File: src/rtl/dmem_arb_pkg.sv
// -----------------------------------------------------------------------------
// dmem_arb_pkg
// Shared definitions for the data-memory arbiter: FSM state encoding, owner
// constants and default widths.
// -----------------------------------------------------------------------------
package dmem_arb_pkg;

  localparam int DEF_AW       = 16;
  localparam int DEF_DW       = 16;
  localparam int DEF_MAX_LOCK = 8;

  // Lock counter width; holds MAX_LOCK values up to 255.
  localparam int LOCK_CW = 8;

  typedef enum logic [1:0] {
    ARB  = 2'd0,   // choose an owner, no strobes
    XFER = 2'd1,   // strobes driven for the latched owner
    RESP = 2'd2    // read data captured and returned
  } arbState_e;

  typedef logic owner_t;
  localparam owner_t OWN_CPU = 1'b0;
  localparam owner_t OWN_EXT = 1'b1;

endpackage

File: src/rtl/dmem_arb_lock_ctr.sv
// -----------------------------------------------------------------------------
// dmem_arb_lock_ctr
// Saturating count of consecutive locked EXT grants made while the CPU waits.
// Ports:
//   clk, reset   clock, synchronous active-low reset
//   clr          clear the count (wins over inc)
//   inc          increment, saturating at MAX_LOCK
//   expired      count has reached MAX_LOCK
// -----------------------------------------------------------------------------
module dmem_arb_lock_ctr
  import dmem_arb_pkg::*;
#(
  parameter int MAX_LOCK = DEF_MAX_LOCK
) (
  input  logic clk,
  input  logic reset,
  input  logic clr,
  input  logic inc,
  output logic expired
);

  localparam logic [LOCK_CW-1:0] LOCK_MAX = LOCK_CW'(MAX_LOCK);

  logic [LOCK_CW-1:0] lockCnt;

  // NOTE: sequential state is updated with non-blocking assignments only, so
  // every always_ff reads the pre-edge value of every register.
  always_ff @(posedge clk) begin
    if (!reset) begin
      lockCnt <= '0;
    end else if (clr) begin
      lockCnt <= '0;
    end else if (inc && (lockCnt != LOCK_MAX)) begin
      lockCnt <= lockCnt + LOCK_CW'(1);
    end
  end

  assign expired = (lockCnt == LOCK_MAX);

endmodule

File: src/rtl/dmem_arbiter.sv
// -----------------------------------------------------------------------------
// dmem_arbiter
// Shares the single-port data memory between the CPU load/store path and an
// external loader/debug port. Round-robin between the two, with a bounded
// EXT burst lock so a loader cannot starve the CPU.
// Ports:
//   clk, reset                      clock, synchronous active-low reset
//   cpu_req/we/addr/wdata           CPU request, held until cpu_done
//   cpu_rdata, cpu_done, cpu_stall  CPU response; stall = req & ~done
//   ext_req/we/addr/wdata, ext_lock external request and burst lock
//   ext_rdata, ext_done             external response
//   mem_re, mem_we, mem_addr,
//   mem_wdata, mem_rdata            memory side; rdata valid cycle after re
// Timing (grant at edge T):
//   write: strobe and done visible in cycle T+1 (XFER)
//   read : mem_re in T+1, data captured at the end of RESP (edge T+2) and
//          presented with done in the cycle after RESP.
// -----------------------------------------------------------------------------
module dmem_arbiter
  import dmem_arb_pkg::*;
#(
  parameter int AW       = DEF_AW,
  parameter int DW       = DEF_DW,
  parameter int MAX_LOCK = DEF_MAX_LOCK
) (
  input  logic          clk,
  input  logic          reset,
  input  logic          cpu_req,
  input  logic          cpu_we,
  input  logic [AW-1:0] cpu_addr,
  input  logic [DW-1:0] cpu_wdata,
  output logic [DW-1:0] cpu_rdata,
  output logic          cpu_done,
  output logic          cpu_stall,
  input  logic          ext_req,
  input  logic          ext_we,
  input  logic [AW-1:0] ext_addr,
  input  logic [DW-1:0] ext_wdata,
  input  logic          ext_lock,
  output logic [DW-1:0] ext_rdata,
  output logic          ext_done,
  output logic          mem_re,
  output logic          mem_we,
  output logic [AW-1:0] mem_addr,
  output logic [DW-1:0] mem_wdata,
  input  logic [DW-1:0] mem_rdata
);

  arbState_e     state, nextState;
  owner_t        owner, lastGnt, grantOwner;
  logic          ownWe, doGrant;
  logic          cpuActive, extActive;
  logic          lockExpired, lockInc, lockClr;
  logic          grantWe;
  logic [AW-1:0] grantAddr;
  logic [DW-1:0] grantWdata;

  assign cpu_stall = cpu_req & ~cpu_done;

  // A requester whose done is showing this cycle has not yet had a chance to
  // drop or change its request, so it only counts again one cycle later.
  assign cpuActive = cpu_req & ~cpu_done;
  assign extActive = ext_req & ~ext_done;

  // NOTE: every signal written here gets a default first, so no path through
  // the case leaves one unassigned and no latch is inferred.
  always_comb begin
    nextState  = state;
    doGrant    = 1'b0;
    grantOwner = OWN_CPU;
    unique case (state)
      ARB: begin
        if (cpuActive && extActive) begin
          doGrant = 1'b1;
          if ((lastGnt == OWN_EXT) && ext_lock && !lockExpired) begin
            grantOwner = OWN_EXT;
          end else begin
            grantOwner = (lastGnt == OWN_EXT) ? OWN_CPU : OWN_EXT;
          end
        end else if (cpuActive) begin
          doGrant    = 1'b1;
          grantOwner = OWN_CPU;
        end else if (extActive) begin
          doGrant    = 1'b1;
          grantOwner = OWN_EXT;
        end
        if (doGrant) nextState = XFER;
      end
      XFER:    nextState = ownWe ? ARB : RESP;
      RESP:    nextState = ARB;
      default: nextState = ARB;
    endcase
  end

  assign grantWe    = (grantOwner == OWN_EXT) ? ext_we    : cpu_we;
  assign grantAddr  = (grantOwner == OWN_EXT) ? ext_addr  : cpu_addr;
  assign grantWdata = (grantOwner == OWN_EXT) ? ext_wdata : cpu_wdata;

  // Only locked EXT grants that actually hold the CPU off count toward the bound.
  assign lockInc = doGrant && (grantOwner == OWN_EXT) && cpu_req && ext_lock;
  assign lockClr = doGrant && ((grantOwner == OWN_CPU) || !ext_lock);

  dmem_arb_lock_ctr #(
    .MAX_LOCK (MAX_LOCK)
  ) u_lock_ctr (
    .clk     (clk),
    .reset   (reset),
    .clr     (lockClr),
    .inc     (lockInc),
    .expired (lockExpired)
  );

  always_ff @(posedge clk) begin
    if (!reset) begin
      state     <= ARB;
      lastGnt   <= OWN_EXT;
      owner     <= OWN_CPU;
      ownWe     <= 1'b0;
      mem_re    <= 1'b0;
      mem_we    <= 1'b0;
      mem_addr  <= '0;
      mem_wdata <= '0;
      cpu_done  <= 1'b0;
      ext_done  <= 1'b0;
      cpu_rdata <= '0;
      ext_rdata <= '0;
    end else begin
      state    <= nextState;
      mem_re   <= 1'b0;
      mem_we   <= 1'b0;
      cpu_done <= 1'b0;
      ext_done <= 1'b0;
      unique case (state)
        ARB: begin
          if (doGrant) begin
            // mem_addr/mem_wdata double as the latched request fields.
            owner     <= grantOwner;
            lastGnt   <= grantOwner;
            ownWe     <= grantWe;
            mem_addr  <= grantAddr;
            mem_wdata <= grantWdata;
            mem_we    <= grantWe;
            mem_re    <= ~grantWe;
            // A write completes in XFER, so its done rides with the strobe.
            cpu_done  <= grantWe && (grantOwner == OWN_CPU);
            ext_done  <= grantWe && (grantOwner == OWN_EXT);
          end
        end
        RESP: begin
          if (owner == OWN_CPU) begin
            cpu_rdata <= mem_rdata;
            cpu_done  <= 1'b1;
          end else begin
            ext_rdata <= mem_rdata;
            ext_done  <= 1'b1;
          end
        end
        default: ;
      endcase
    end
  end

endmodule
File: config.mk
export PLATFORM = sky130hd
export DESIGN_NAME = dmem_arbiter
export DESIGN_NICKNAME = d
export VERILOG_FILES = /design/src/rtl/dmem_arb_pkg.sv /design/src/rtl/dmem_arb_lock_ctr.sv /design/src/rtl/dmem_arbiter.sv
export SDC_FILE = /design/constraint.sdc
export NUM_CORES = 1
export LEC_CHECK = 0
export ABC_AREA = 1
export ABC_CLOCK_PERIOD_IN_PS = 5140
export BUFFER_PORTS_ARGS = -buffer_cell sky130_fd_sc_hd__clkbuf_2
export CAP_MARGIN = 20
export CORE_ASPECT_RATIO = 0.6
export CORE_MARGIN = 2
export CORE_UTILIZATION = 31
export DETAILED_ROUTE_END_ITERATION = 10
export GPL_TIMING_DRIVEN = 0
export PLACE_DENSITY = 0.57
export SYNTH_ARGS = -nofsm -noshare
export SYNTH_HDL_FRONTEND = slang
export SYNTH_HIERARCHICAL = 1
export SYNTH_SLANG_ARGS = --single-unit
File: constraint.sdc
create_clock -name clk -period 5.14 [get_ports clk]
set_input_delay 0.257 -clock clk [delete_from_list [all_inputs] [get_ports clk]]
set_output_delay 0.257 -clock clk [all_outputs]
set_load 0.05 [all_outputs]
Word level (Yosys, flattened, before mapping):

Cells that the tools add are included.

* reductions and logical operators: 19
* equal/unequal tests: 5
* bitwise logic cells: 8
* add/subtract/negate cells: 1
* multiplexer cells: 22

Operators by type and width (count)
* $mux W16: 2
* $mux W1: 15
* $logic_and A1 B1 Y1: 10
* $add A8 B1 Y8 const B: 1
* $eq A8 B4 Y1 const B: 1
* $ne A8 B4 Y1 const B: 1
* $not A1 Y1: 6
* $reduce_and A2 Y1: 3
* $mux W2: 2
* $pmux W1 S2: 2
* $pmux W2 S2: 1
* $reduce_and A3 Y1: 1
* $and A1 B1 Y1: 2
* $eq A2 B1 Y1 const B: 1
* $eq A2 B2 Y1 const B: 1
* $logic_not A1 Y1: 2
* $logic_not A2 Y1: 1
* $ne A2 B2 Y1 const B: 1
* $reduce_or A2 Y1: 1
* $logic_or A1 B1 Y1: 1

* word-level logic and storage cells: 68
* output and inout port bits: 69
* register bits after elaboration: 81
* input port bits: 87

Depth between registers and ports, before layout:

Gate-level depths: netlist (run 1).

* word-level depth: 11
* gate-level depth with buffers: 15
* depth with buffers taken out: 13

Cells and area by module:

Netlist (run 1), hierarchy kept.

By module, submodules not included
* dmem_arbiter: sequential area each 1461.4 µm², instances 1, cells an instance 430, area an instance 3151.8 µm²
* dmem_arb_lock_ctr: sequential area each 160.2 µm², instances 1, cells an instance 76, area an instance 496.7 µm²

Least setup slack after synthesis (run 1):

Ideal clock, no wire load.

* path type: reg-to-reg
* from: reg cpu_done
* to: reg u_lock_ctr.lockCnt[4]
* path slack: 3.088 ns
* arrival time: 1.983 ns
* buffers on the path: 2
* required time: 5.070 ns
* period minus slack after synthesis: 2.052 ns
* stages on the path, launching flop included: 11
* setup time: 0.070 ns
* cell sequence: dfxtp_1 -> nor2_4 -> nand3_2 -> nand2_2 -> buf_6 -> buf_6 -> nor3_2 -> inv_1 -> nor2_4 -> nand2_1 -> a21oi_1

* cells in the longest elaborated chain, start to end: 10
* elaborated cells between the ends (all ways): 18

Ends and longest elaborated chain
* start, declared: RTL line dmem_arbiter.sv:33 `output logic cpu_done,`
* start signal, assigned: RTL line dmem_arbiter.sv:145 `cpu_done <= grantWe && (grantOwner == OWN_CPU);`
* $not A1 Y1 (*)
* $and A1 B1 Y1 (*)
* named net cpu_stall: RTL line dmem_arbiter.sv:34 `output logic cpu_stall,`
* $mux W1 or $logic_and A1 B1 Y1 (tied branches): RTL line dmem_arbiter.sv:80, dmem_arbiter.sv:73
* $mux W1: RTL line dmem_arbiter.sv:73 `if (cpuActive && extActive) begin`
* $mux W1 (2 in series): RTL line dmem_arbiter.sv:71 `unique case (state)`
* $logic_and A1 B1 Y1 (*) (3 in series): RTL line dmem_arbiter.sv:100 `assign lockInc = doGrant && (grantOwner == OWN_EXT) && cpu_req && ext_lock;`
* named net lockInc: RTL line dmem_arbiter.sv:53 `logic lockExpired, lockInc, lockClr;`
* $logic_and A1 B1 Y1 (*): RTL line dmem_arb_lock_ctr.sv:33 `end else if (inc && (lockCnt != LOCK_MAX)) begin`
* end signal, assigned: RTL line dmem_arb_lock_ctr.sv:34 `lockCnt <= lockCnt + LOCK_CW'(1);`
* end, declared: RTL line dmem_arb_lock_ctr.sv:24 `logic [LOCK_CW-1:0] lockCnt;`

The timed path passes the listed nets; every way through them passes the cells marked *. The select of a mux whose other input is x is not followed.
A chain may end at the register's enable or synchronous reset.

Worst setup path after layout (run 1):

* from: reg u_lock_ctr.lockCnt[0]
* to: reg u_lock_ctr.lockCnt[4]

* cells in the longest elaborated chain, start to end: 10
* elaborated cells between the ends (all ways): 16

Ends and longest elaborated chain
* $eq A8 B4 Y1: RTL line dmem_arb_lock_ctr.sv:38 `assign expired = (lockCnt == LOCK_MAX);`
* named net lockExpired: RTL line dmem_arbiter.sv:53
* $logic_not A1 Y1: RTL line dmem_arbiter.sv:75 `if ((lastGnt == OWN_EXT) && ext_lock && !lockExpired) begin`
* $logic_and A1 B1 Y1: RTL line dmem_arbiter.sv:75
* $mux W1: RTL line dmem_arbiter.sv:75
* $mux W1: RTL line dmem_arbiter.sv:73
* $mux W1: RTL line dmem_arbiter.sv:71
* $logic_and A1 B1 Y1 (3 in series): RTL line dmem_arbiter.sv:100
* named net lockInc: RTL line dmem_arbiter.sv:53
* $logic_and A1 B1 Y1: RTL line dmem_arb_lock_ctr.sv:33

The timed path passes the listed nets, and every way through them passes these cells.

==> summary.md, run 1 <==
| Metric | Value |
|---|---|
| Critical path endpoint category | register |
| Leakage power total | 2.46 nW |
| Largest net degree at the start of global routing | 16 |
| Hold path depth | 3 |
| Fin area | 4930 sq um |
| Slew headroom | 64.1% |
| Clock period minus worst slack | 2.34 ns |
| Post-CTS Repair Setup Buffers | 0 |
| Max Cap Violations | 0 |
| Area post-placement | 4620 sq um |
| Die ar. | 12700 sq um |
| Crit-path cells | inv_1, ha_1, nand3_2, nor2_2, inv_1, nand2_1, nand3_2, nand2_2, buf_6, buf_6, nor3_2, inv_1, nor2_4, nand2_1, a21oi_1 |
| Post_cts resized | 0 |
| Core area | 11400 sq um |
| Top cells by area, synth | dfxtp_1, nand2_1, inv_1 |
| Distinct cells, synth | 22 |
| Worst Hold Slack | 0.206 ns |
| Die H | 88.0 um |
| Root Buffer Master | clkbuf_16 |
| Worst R2R Path Depth | 15 |
| Final hold violation count | 0 |
| Num CTS Buffers | 9 |
| Run status | finished clean |
| Synth Instances | 506 |
| Fmax | 427 MHz |
| Ratio of cells with drive above 1 in the final layout | 30.0% |
| List of most frequent post-synthesis cells | nand2_1, inv_1, dfxtp_1 |
| Critical Path RT | 5.40 ns |
| P per Cell Area | 363 nW/um^2 |
| DRC Markers | 0 |
| TritonCTS clock tree | done |
| 1st-iter DRT viols | 136 |
| YS warnings | 6 |
| Final ANT Viol Nets | 0 |
| Antenna fix cells | 0 |
| Post-Syn Area | 3650 sq um |
| Cts hold-fix bufs | 0 |
| First-pass GRT wire length | 16100 um |
| Initial Util | 32.1% |
| WP buf/inv | 5 |
| IO Port Bufs | 155 |
| Vias | 3654 |
| Routed vias/inst | 4.37 |
| Maximum buffer depth of the clock tree | 2 |
| # rows | 30 |
| WS Path Type | reg -> reg |
| Nets@finish | 761 |
| Final core occ | 43.3% |
| Predominant post-synthesis flop cell | dfxtp_1 |
| Critical path depth in cells | 15 |
| Per-cell routed wire length | 12.3 um |
| Syn-to-layout area delta | 35.1% |
| Num ports | 156 |
| Setup TNS | 0 ns |
| Asr flop ratio synth | 0% |
| Hold WC Path Type | in -> reg |
| Area leader, netlist | dfxtp_1 |
| Routed WL | 10300 um |
| CP max stage cell | dfxtp_1 |
| Pre-CTS setup slack | 2.80 ns |
| Vias in the first global route | 3366 |
| Most frequent cell after synthesis | nand2_1 |
| Sequential area share after synthesis | 44.4% |
| Reg clk slew, reported paths | 0.07 ns |
| Most common cell type on the critical path | inv_1 |
| Max H-tree Level | 3 |
| Clk_lat worst skew | 0.33 ns |
| FF+latch count, synth | 81 |
| Max Slew Vio Count | 0 |
| Post-synth EDFFs | 0 |
| Slew @ Worst Pin | 0.539 ns |
| Share of the synthesized area in the top cell type | 44.4% |
| Final period util | 45.6% |
| CP peak stage delay | 0.37 ns |
| Clk sinks | 81 |
| Final-report setup violation count | 0 |
| Die width | 144 um |
| Mapped Nets | 595 |
| Clock skew | 0.00936 ns |
| VDD IR max | 0.250 mV |
| Final GP Congestion | 0.824 |
| Setup WS post-layout | 2.80 ns |
| Crit Path Max Fanout | 10 |
| Unrepaired setup endpoints after global routing | false |
| CP arrival | 2.60 ns |
| CP Launch Type | register |
| GRT overflow | 0 |
| DRT Pass-1 Iters | 5 |
| HPWL after detailed placement | 7930 um |
| Largest delay share family, worst path | simple AND/OR/NAND/NOR gates |
| Initial antenna violation count | 0 |
| Syn_area_per_cell | 7.21 sq um |
| GRT Total Usage | 16.2% |
state kept, by name (all words and copies together), names as in the netlist, 2 cells and up:
signal and count:
mem_addr 16, mem_wdata 16, cpu_rdata 16, state 2
ext_rdata 16, u_lock_ctr/lockCnt 8
where the power goes:
part	internal, W	total [W]	switching, W
clock	0.000381	0.000647	0.000267
combinational	0.000118	0.000434	0.000316
sequential	0.000680	0.000709	0.0000291
total	0.00118	0.00179	0.000612
kinds of logic (layout without fill, tap and decap cells):
family	Yosys count	after routing	share of synthesized area, %
fa+ha+maj	2	2	0.686
buf+inv	110	281	12.3
xor+xnor	3	3	0.720
flops	81	81	44.4
simple gates	230	230	30.5
compound gates	80	80	11.3
worst min-delay path: stages:
cell	delay (ns)
clkbuf_2	0.09
nand3_1	0.08
a21oi_1	0.06
worst paths after layout:
check,slack (ns),start,end
worst max-delay path,2.80,u_lock_ctr/lockCnt[0]$_SDFFE_PP0P_,u_lock_ctr/lockCnt[4]$_SDFFE_PP0P_
worst min-delay path,0.21,cpu_we,cpu_done$_SDFF_PN0_
worst max register to register,2.80,u_lock_ctr/lockCnt[0]$_SDFFE_PP0P_,u_lock_ctr/lockCnt[4]$_SDFFE_PP0P_
worst min register to register,0.44,ownWe$_SDFFE_PN0P_,state[1]$_SDFFE_PN0P_
layer usage:
layer	share of wire (%)	wire length [um]	track usage, %
met3	8.2	840	6.23
met5	0	0	0
met2	42	4300	24.6
met1	49	5090	22.1
met4	0.59	61	3.39
through the flow:
step / power, W / std cells
after detailed placement: 0.00116 / 821
after global routing: 0.00188 / 837
final: 0.00179 / 837
after floorplan: 0.00103 / 506
after global placement: 0.00115 / 821
after CTS: 0.00181 / 837
layout by cell type (no fill, tap or decap), types with 5 or more instances in the layout:
cell type  netlist  final
nor2_1          11     11
clkbuf_1        10     10
nand3b_1        34     34
clkbuf_16        0      9
nand3_1         41     41
buf_2           12     12
clkbuf_2         0    155
dfxtp_1         81     81
a21oi_1         42     42
inv_1           82     82
o21ai_0         36     36
nor2_4           5      5
nand2_1        130    130
cell type report:
class / count / area (sq um)
buffer: 25 / 131
clock buffer: 9 / 225
clock inverter: 7 / 78.8
fill: 1167 / 6440
inverter: 85 / 319
multi-input combinational: 315 / 1580
sequential: 81 / 1620
tap: 160 / 200
timing repair buffer: 155 / 776
(Power assumes the default switching activity.)
==> run 2: changes to the inputs <==
ABC_CLOCK_PERIOD_IN_PS = 2200   (was 5140)
clock period = 2.2 ns   (was 5.14 ns; I/O delays follow)
==> run 2 against run 1 <==
Via count increased by 0.55%; global-route usage increased by 0.12 points; critical path depth decreased by 2; die area unchanged; wire length increased by 1.7%; sequential power increased by 130%; critical path type unchanged; critical endpoint is now mem_wdata[7]$_SDFFE_PN0P_; largest power group unchanged.
==> summary.md, run 2 (synthesized netlist as in run 1, its figures left out) <==
| Metric | Value |
|---|---|
| Comb pwr share | 24.6% (+0.3 points) |
| Largest delay share family, worst path | simple AND/OR/NAND/NOR gates |
| Final-report setup violation count | 0 (unchanged) |
| # rows | 30 (unchanged) |
| Clock skew | 0.00947 ns (+0.000111 ns) |
| CP peak stage delay | 0.33 ns (-0.04 ns) |
| Routed vias/inst | 4.36 (about the same) |
| Crit Path Max Fanout | 10 (unchanged) |
| Clk pwr share | 35.9% (-0.2 points) |
| Largest net degree at the start of global routing | 16 (unchanged) |
| Internal power | 0.00277 W (+130%) |
| DRC Markers | 0 (unchanged) |
| Core area | 11400 sq um (unchanged) |
| Fillcell total | 1163 (-0.34%) |
| Nets@finish | 766 (+0.66%) |
| GRT Total Usage | 16.3% (+0.12 points) |
| Crit-path cells | inv_2, ha_2, nand3_4, nor2_2, inv_1, nand2_2, nand3_4, buf_4, buf_4, clkbuf_1, nand3b_1, nand3_1, nand2_1 |
| Final period util | 89.5% (+44 points) |
| Setup TNS | 0 ns (unchanged) |
| Critical Path RT | 2.46 ns (-2.94 ns) |
| First-pass GRT wire length | 16200 um (+0.56%) |
| WP buf/inv | 5 (unchanged) |
| Setup WS post-layout | 0.230 ns (-2.57 ns) |
| Run status | finished clean |
| IO Port Bufs | 155 (unchanged) |
| Die H | 88.0 um (unchanged) |
| Commonest non-fill, non-tap cells in the layout | clkbuf_2, nand2_1, inv_1, dfxtp_1, nand3_1 |
| Final GP Congestion | 0.824 (unchanged) |
| Die width | 144 um (unchanged) |
| Clk_lat worst skew | 0.32 ns (about the same) |
| WS Path Type | reg -> reg |
| Fmax | 508 MHz (+19%) |
| Maximum buffer depth of the clock tree | 2 (unchanged) |
| Clock period minus worst slack | 1.97 ns (-0.374 ns) |
| Per-cell routed wire length | 12.4 um (+1.1%) |
| Vias | 3674 (+0.55%) |
| Final ANT Viol Nets | 0 (unchanged) |
| 1st-iter DRT viols | 143 (+5.1%) |
| DRT Pass-1 Iters | 5 (unchanged) |
| Ratio of cells with drive above 1 in the final layout | 32.1% (+2.1 points) |
| Die ar. | 12700 sq um (unchanged) |
| Antenna fix cells | 0 (unchanged) |
| Reg power frac | 39.4% (-0.2 points) |
| Worst Hold Slack | 0.0568 ns (-0.149 ns) |
| Max Slew Vio Count | 0 (unchanged) |
| Hold WC Path Type | in -> reg |
| P_sw | 0.00144 W (+140%) |
| Sw frac | 34.2% (+0.038 points) |
| Clk sinks | 81 (unchanged) |
| CP arrival | 2.23 ns (-0.37 ns) |
| Routed WL | 10500 um (+1.7%) |
| Max H-tree Level | 3 (unchanged) |
| CP max stage cell | dfxtp_2 |
| Leakage power total | 2.50 nW (+1.5%) |
| Num ports | 156 (unchanged) |
| CP Launch Type | register |
| Cts hold-fix bufs | 0 (unchanged) |
| Root Buffer Master | clkbuf_16 |
| Commonest non-fill, non-tap cell in the layout | clkbuf_2 |
| Num CTS Buffers | 9 (unchanged) |
| Syn-to-layout area delta | 37.4% |
| Initial Util | 32.1% (unchanged) |
| Max Cap Violations | 0 (unchanged) |
| Critical path endpoint category | register |
| TritonCTS clock tree | done |
| Slew @ Worst Pin | 0.566 ns (+0.0266 ns) |
| VDD IR max | 0.578 mV (+130%) |
| P per Cell Area | 839 nW/um^2 (+130%) |
| Final hold violation count | 0 (unchanged) |
| Pre-CTS setup slack | -0.145 ns (-2.94 ns) |
| HPWL after detailed placement | 7930 um (unchanged) |
| GRT overflow | 0 (unchanged) |
| Unrepaired setup endpoints after global routing | false |
| Vias in the first global route | 3388 (+0.65%) |
| Reg clk slew, reported paths | 0.06 ns (about the same) |
| Initial antenna violation count | 0 (unchanged) |
| Slew headroom | 62.3% (-1.8 points) |
[run 2: cell type report]
type,instances,area [sq um],area share (%)
clock buffer,9,225,4.49
inverter,85,319,6.36
multi-input combinational,315,1620,32.3
buffer,24,125,2.50
tap,160,200,3.99
timing repair buffer,161,821,16.4
clock inverter,7,78.8,1.57
sequential,81,1620,32.4
[run 2: worst paths after layout]
check / from / end / slack [ns] / cells after the start
min: ext_we / ext_done$_SDFF_PN0_ / 0.06 / 3
max: u_lock_ctr/lockCnt[0]$_SDFFE_PP0P_ / mem_wdata[7]$_SDFFE_PN0P_ / 0.23 / 13
max reg2reg: u_lock_ctr/lockCnt[0]$_SDFFE_PP0P_ / mem_wdata[7]$_SDFFE_PN0P_ / 0.23 / 13
min reg2reg: ownWe$_SDFFE_PN0P_ / state[1]$_SDFFE_PN0P_ / 0.44 / 1
[run 2: stage by stage]
step,utilization (%),power [W],instances,cell area [sq um]
final,44.1,0.00420,842,5010
after floorplan,-,0.00241,506,3650
after detailed placement,40.7,0.00271,821,4620
after CTS,43.5,0.00425,838,4950
after global routing,44.1,0.00441,842,5010
after global placement,40.7,0.00270,821,4620
[run 2: worst reg2reg max path, cell delays in order, from the launching register on]
cell and delay (ns):
dfxtp_2 0.33, inv_2 0.06, ha_2 0.18, nand3_4 0.08
nor2_2 0.18, inv_1 0.07, nand2_2 0.08, nand3_4 0.10
buf_4 0.15, buf_4 0.15, clkbuf_1 0.22, nand3b_1 0.14
nand3_1 0.07, nand2_1 0.07
[run 2: power groups by stage]
stage	registers, W	logic [W]	clock network (W)
2_1_floorplan	0.00206	0.000348	0
3_3_place_gp	0.00169	0.00101	0
3_5_place_dp	0.00169	0.00102	0
4_1_cts	0.00166	0.00103	0.00156
5_1_grt	0.00167	0.00112	0.00162
6_report	0.00166	0.00104	0.00151
[run 2: repair_timing]
| item | 4_1_cts | 5_1_grt |
|---|---|---|
| pin swaps | 1 | 8 |
| setup endpoints to repair | 8 | 27 |
| gates resized for setup | 2 | 15 |
| hold endpoints to repair | 0 | 0 |
| setup buffers | 1 | 5 |
[run 2: metal layers]
layer	vias to the layer above	GRT usage (%)	wire length [um]
li1	1929	-	-
met1	1627	22.3	5250
met2	114	24.8	4360
met3	4	6.12	803
met4	0	3.39	44
met5	-	0	0
==> run 3: changes to the inputs <==
ABC_AREA = default   (was 1)
CORE_MARGIN = default   (was 2)
PLACE_DENSITY = 0.58   (was 0.57)
==> run 3 against run 2 <==
Worst setup slack got worse by 0.35 ns; highest routed layer unchanged; via count fell by 18%; wire length fell by 12%; critical path type unchanged; the flow now finishes with violations (setup timing); fmax fell by 15%.
==> summary.md, run 3 <==
| Metric | Value |
|---|---|
| Run status | complete, but fails checks |
| Failing checks | setup timing |
| Crit Path Max Fanout | 3 (-7) |
| CP peak stage delay | 0.36 ns (+0.03 ns) |
| Pre-CTS setup slack | -0.564 ns (-0.419 ns) |
| CP endpoint | u_lock_ctr/lockCnt[5]$_SDFFE_PP0P_ |
| GRT Total Usage | 16.9% (+0.57 points) |
| Ratio of cells with drive above 1 in the final layout | 44.2% (+12 points) |
| Fmax | 430 MHz (-15%) |
| CP max stage cell | dfxtp_4 |
| DRT Pass-1 Iters | 4 (-1) |
| Routed WL | 9250 um (-12%) |
| Final core occ | 47.5% (+3.4 points) |
| # rows | 28 (-6.7%) |
| Worst R2R Path Depth | 12 (-1) |
| Hold WC Path Type | in -> reg |
| Critical Path RT | 2.47 ns (about the same) |
| TritonCTS clock tree | done |
| Final ANT Viol Nets | 0 (unchanged) |
| FF+latch count, synth | 81 (unchanged) |
| Worst R2R Setup Slack | -0.12 ns (-0.35 ns) |
| Unrepaired setup endpoints after global routing | true |
| VDD IR max | 0.374 mV (-35%) |
| DRC Markers | 0 (unchanged) |
| Fillcell total | 968 (-17%) |
| Final hold violation count | 0 (unchanged) |
| Largest delay share family, worst path | simple AND/OR/NAND/NOR gates |
| Syn-to-layout area delta | 44.4% |
| Vias in the first global route | 2847 (-16%) |
| Root Buffer Master | clkbuf_16 |
| Post-route total power | 0.00434 W (+3.2%) |
| Critical path endpoint category | register |
| Most frequent cell after synthesis | dfxtp_1 |
| IO Port Bufs | 155 (unchanged) |
| RR Startpoint | u_lock_ctr/lockCnt[0]$_SDFFE_PP0P_ |
| Hold path depth | 3 (unchanged) |
| WS Path Type | reg -> reg |
| Clock period minus worst slack | 2.32 ns (+0.354 ns) |
| P per Cell Area | 897 nW/um^2 (+6.9%) |
| Sequential area share after synthesis | 48.4% (+3.9 points) |
| Routed vias/inst | 4.65 (+6.5%) |
| Num ports | 156 (unchanged) |
| Syn_area_per_cell | 10.1 sq um (+40%) |
| Worst setup startpoint | u_lock_ctr/lockCnt[0]$_SDFFE_PP0P_ |
| Largest net degree at the start of global routing | 15 (-1) |
| Per-cell routed wire length | 14.3 um (+15%) |
| Distinct cells, synth | 40 (+82%) |
| 1st-iter DRT viols | 89 (-38%) |
| First-pass GRT wire length | 14300 um (-12%) |
| Mapped Nets | 422 (-29%) |
| Clock skew | 0.00915 ns (-0.000326 ns) |
| Die width | 136 um (-5.4%) |
| Antenna fix cells | 0 (unchanged) |
| CP arrival | 2.59 ns (+0.36 ns) |
| Synth Instances | 333 (-34%) |
| YS warnings | 6 (unchanged) |
| Setup TNS | -0.726 ns (-0.726 ns) |
| Core area | 10200 sq um (-10%) |
| Commonest non-fill, non-tap cell in the layout | clkbuf_2 |
| List of most frequent post-synthesis cells | dfxtp_1, nand2_1, mux2i_1 |
| End of the worst register-to-register path | u_lock_ctr/lockCnt[5]$_SDFFE_PP0P_ |
| Post-Syn Area | 3350 sq um (-8.1%) |
| HPWL after detailed placement | 7020 um (-12%) |
| Final GP Congestion | 0.774 (-6.1%) |
| Critical path depth in cells | 12 (-1) |
| Slew @ Worst Pin | 0.509 ns (-0.0570 ns) |
| Die H | 82.5 um (-6.2%) |
| CP Launch Type | register |
| Max Cap Violations | 0 (unchanged) |
| Post-synth EDFFs | 0 (unchanged) |
| Predominant post-synthesis flop cell | dfxtp_1 |
| Initial Util | 32.9% (+0.80 points) |
| Initial antenna violation count | 0 (unchanged) |
| WP buf/inv | 3 (-2) |
| Maximum buffer depth of the clock tree | 2 (unchanged) |
| Vias | 3015 (-18%) |
| Share of the synthesized area in the top cell type | 48.4% (+3.9 points) |
| Asr flop ratio synth | 0% (unchanged) |
| Max Slew Vio Count | 0 (unchanged) |
| Setup WS post-layout | -0.124 ns (-0.354 ns) |
| Area leader, netlist | dfxtp_1 |
| Final period util | 106% (+16 points) |
| Die ar. | 11200 sq um (-11%) |
| Commonest non-fill, non-tap cells in the layout | clkbuf_2, dfxtp_1, nand2_1, mux2i_1, a21boi_0 |
| Top cells by area, synth | dfxtp_1, mux2i_1, nand2_1 |
| Clk_lat worst skew | 0.34 ns (+0.02 ns) |
| Num CTS Buffers | 9 (unchanged) |
| Cts hold-fix bufs | 0 (unchanged) |
| Nets@finish | 598 (-22%) |
| Leakage power total | 2.12 nW (-15%) |
| Crit-path cells | inv_4, ha_4, nor4b_4, and2_1, nand2b_4, a311oi_4, buf_6, buf_12, and3_4, nand4_4, or3_4, a21oi_2 |
| GRT overflow | 0 (unchanged) |
| Max H-tree Level | 3 (unchanged) |
| Reg clk slew, reported paths | 0.06 ns (about the same) |
| Clk sinks | 81 (unchanged) |
| Slew headroom | 66.1% (+3.8 points) |
| Final-report setup violation count | 8 (+8) |
run 3: cell types whose count changed in the layout (fill, tap and decap cells not counted), sizes merged, moves of 34 or more:
cell,delta
nand3,-43
o21ai,-35
inv,-81
a21oi,-34
nand2,-58
mux2i,+35
run 3: metrics by stage:
stage               hold WS [ns]  instances  area, sq um
floorplan                  0.251        333         3410
global placement           0.363        623         4350
detailed placement         0.372        623         4350
CTS                      0.00963        647         4770
global route              0.0166        649         4840
finish                    0.0191        649         4840
run 3: logic make-up (layout without fill, tap and decap cells):
family / Yosys count / after routing / synth area share [%]
and+or+nand+nor: 105 / 105 / 15.0
AOI/OAI and AO/OA: 81 / 81 / 20.2
DFF: 81 / 81 / 48.4
muxes: 35 / 35 / 10.5
buffers and inverters: 27 / 208 / 4.67
adders and majority gates: 2 / 2 / 0.746
xor gates and xnor gates: 2 / 2 / 0.523
run 3: routing by layer:
metal	GRT usage, %	share of wire, %	vias to the layer above
met4	5.67	1.2	0
met3	5.31	5.9	11
met5	0	0	-
li1	-	-	1519
met2	24.1	42	94
met1	23.8	51	1391
run 3: final cells by class:
class                      count  area (sq um)  share of cell area, %
buffer                        22           143                   2.95
sequential                    81          1630                   33.7
tap                          135           169                   3.49
inverter                       5          26.3                  0.543
clock buffer                  10           239                   4.94
multi-input combinational    225          1690                   34.9
clock inverter                 6          88.8                   1.84
timing repair buffer         165           855                   17.7
run 3: worst min path at each step:
stage	startpoint	endpoint	slack, ns
3_5_place_dp	mem_rdata[12]	cpu_rdata[12]$_SDFFE_PN0P_	0.37
6_report	mem_rdata[2]	cpu_rdata[2]$_SDFFE_PN0P_	0.02
3_3_place_gp	mem_rdata[6]	cpu_rdata[6]$_SDFFE_PN0P_	0.36
4_1_cts	mem_rdata[15]	ext_rdata[15]$_SDFFE_PN0P_	0.01
2_1_floorplan	ext_we	ext_done$_SDFF_PN0_	0.25
5_1_grt	mem_rdata[1]	cpu_rdata[1]$_SDFFE_PN0P_	0.02
run 3: worst min-delay path, cell delays in order:
cell and delay [ns]:
clkbuf_2 0.09, nand2_1 0.05, a21boi_0 0.06
run 3: power by group:
| group | internal (W) | total, W | switching (W) |
|---|---|---|---|
| registers | 0.00158 | 0.00166 | 0.0000729 |
| logic | 0.000342 | 0.00104 | 0.000697 |
| clock network | 0.00103 | 0.00165 | 0.000616 |
run 3: repair_timing:
item	CTS	global route
buffers inserted	8	2
cloned	0	0
endpoints found under the setup margin	18	26
pin swaps	6	5
endpoints found under the hold margin	0	0
resized for setup	6	14
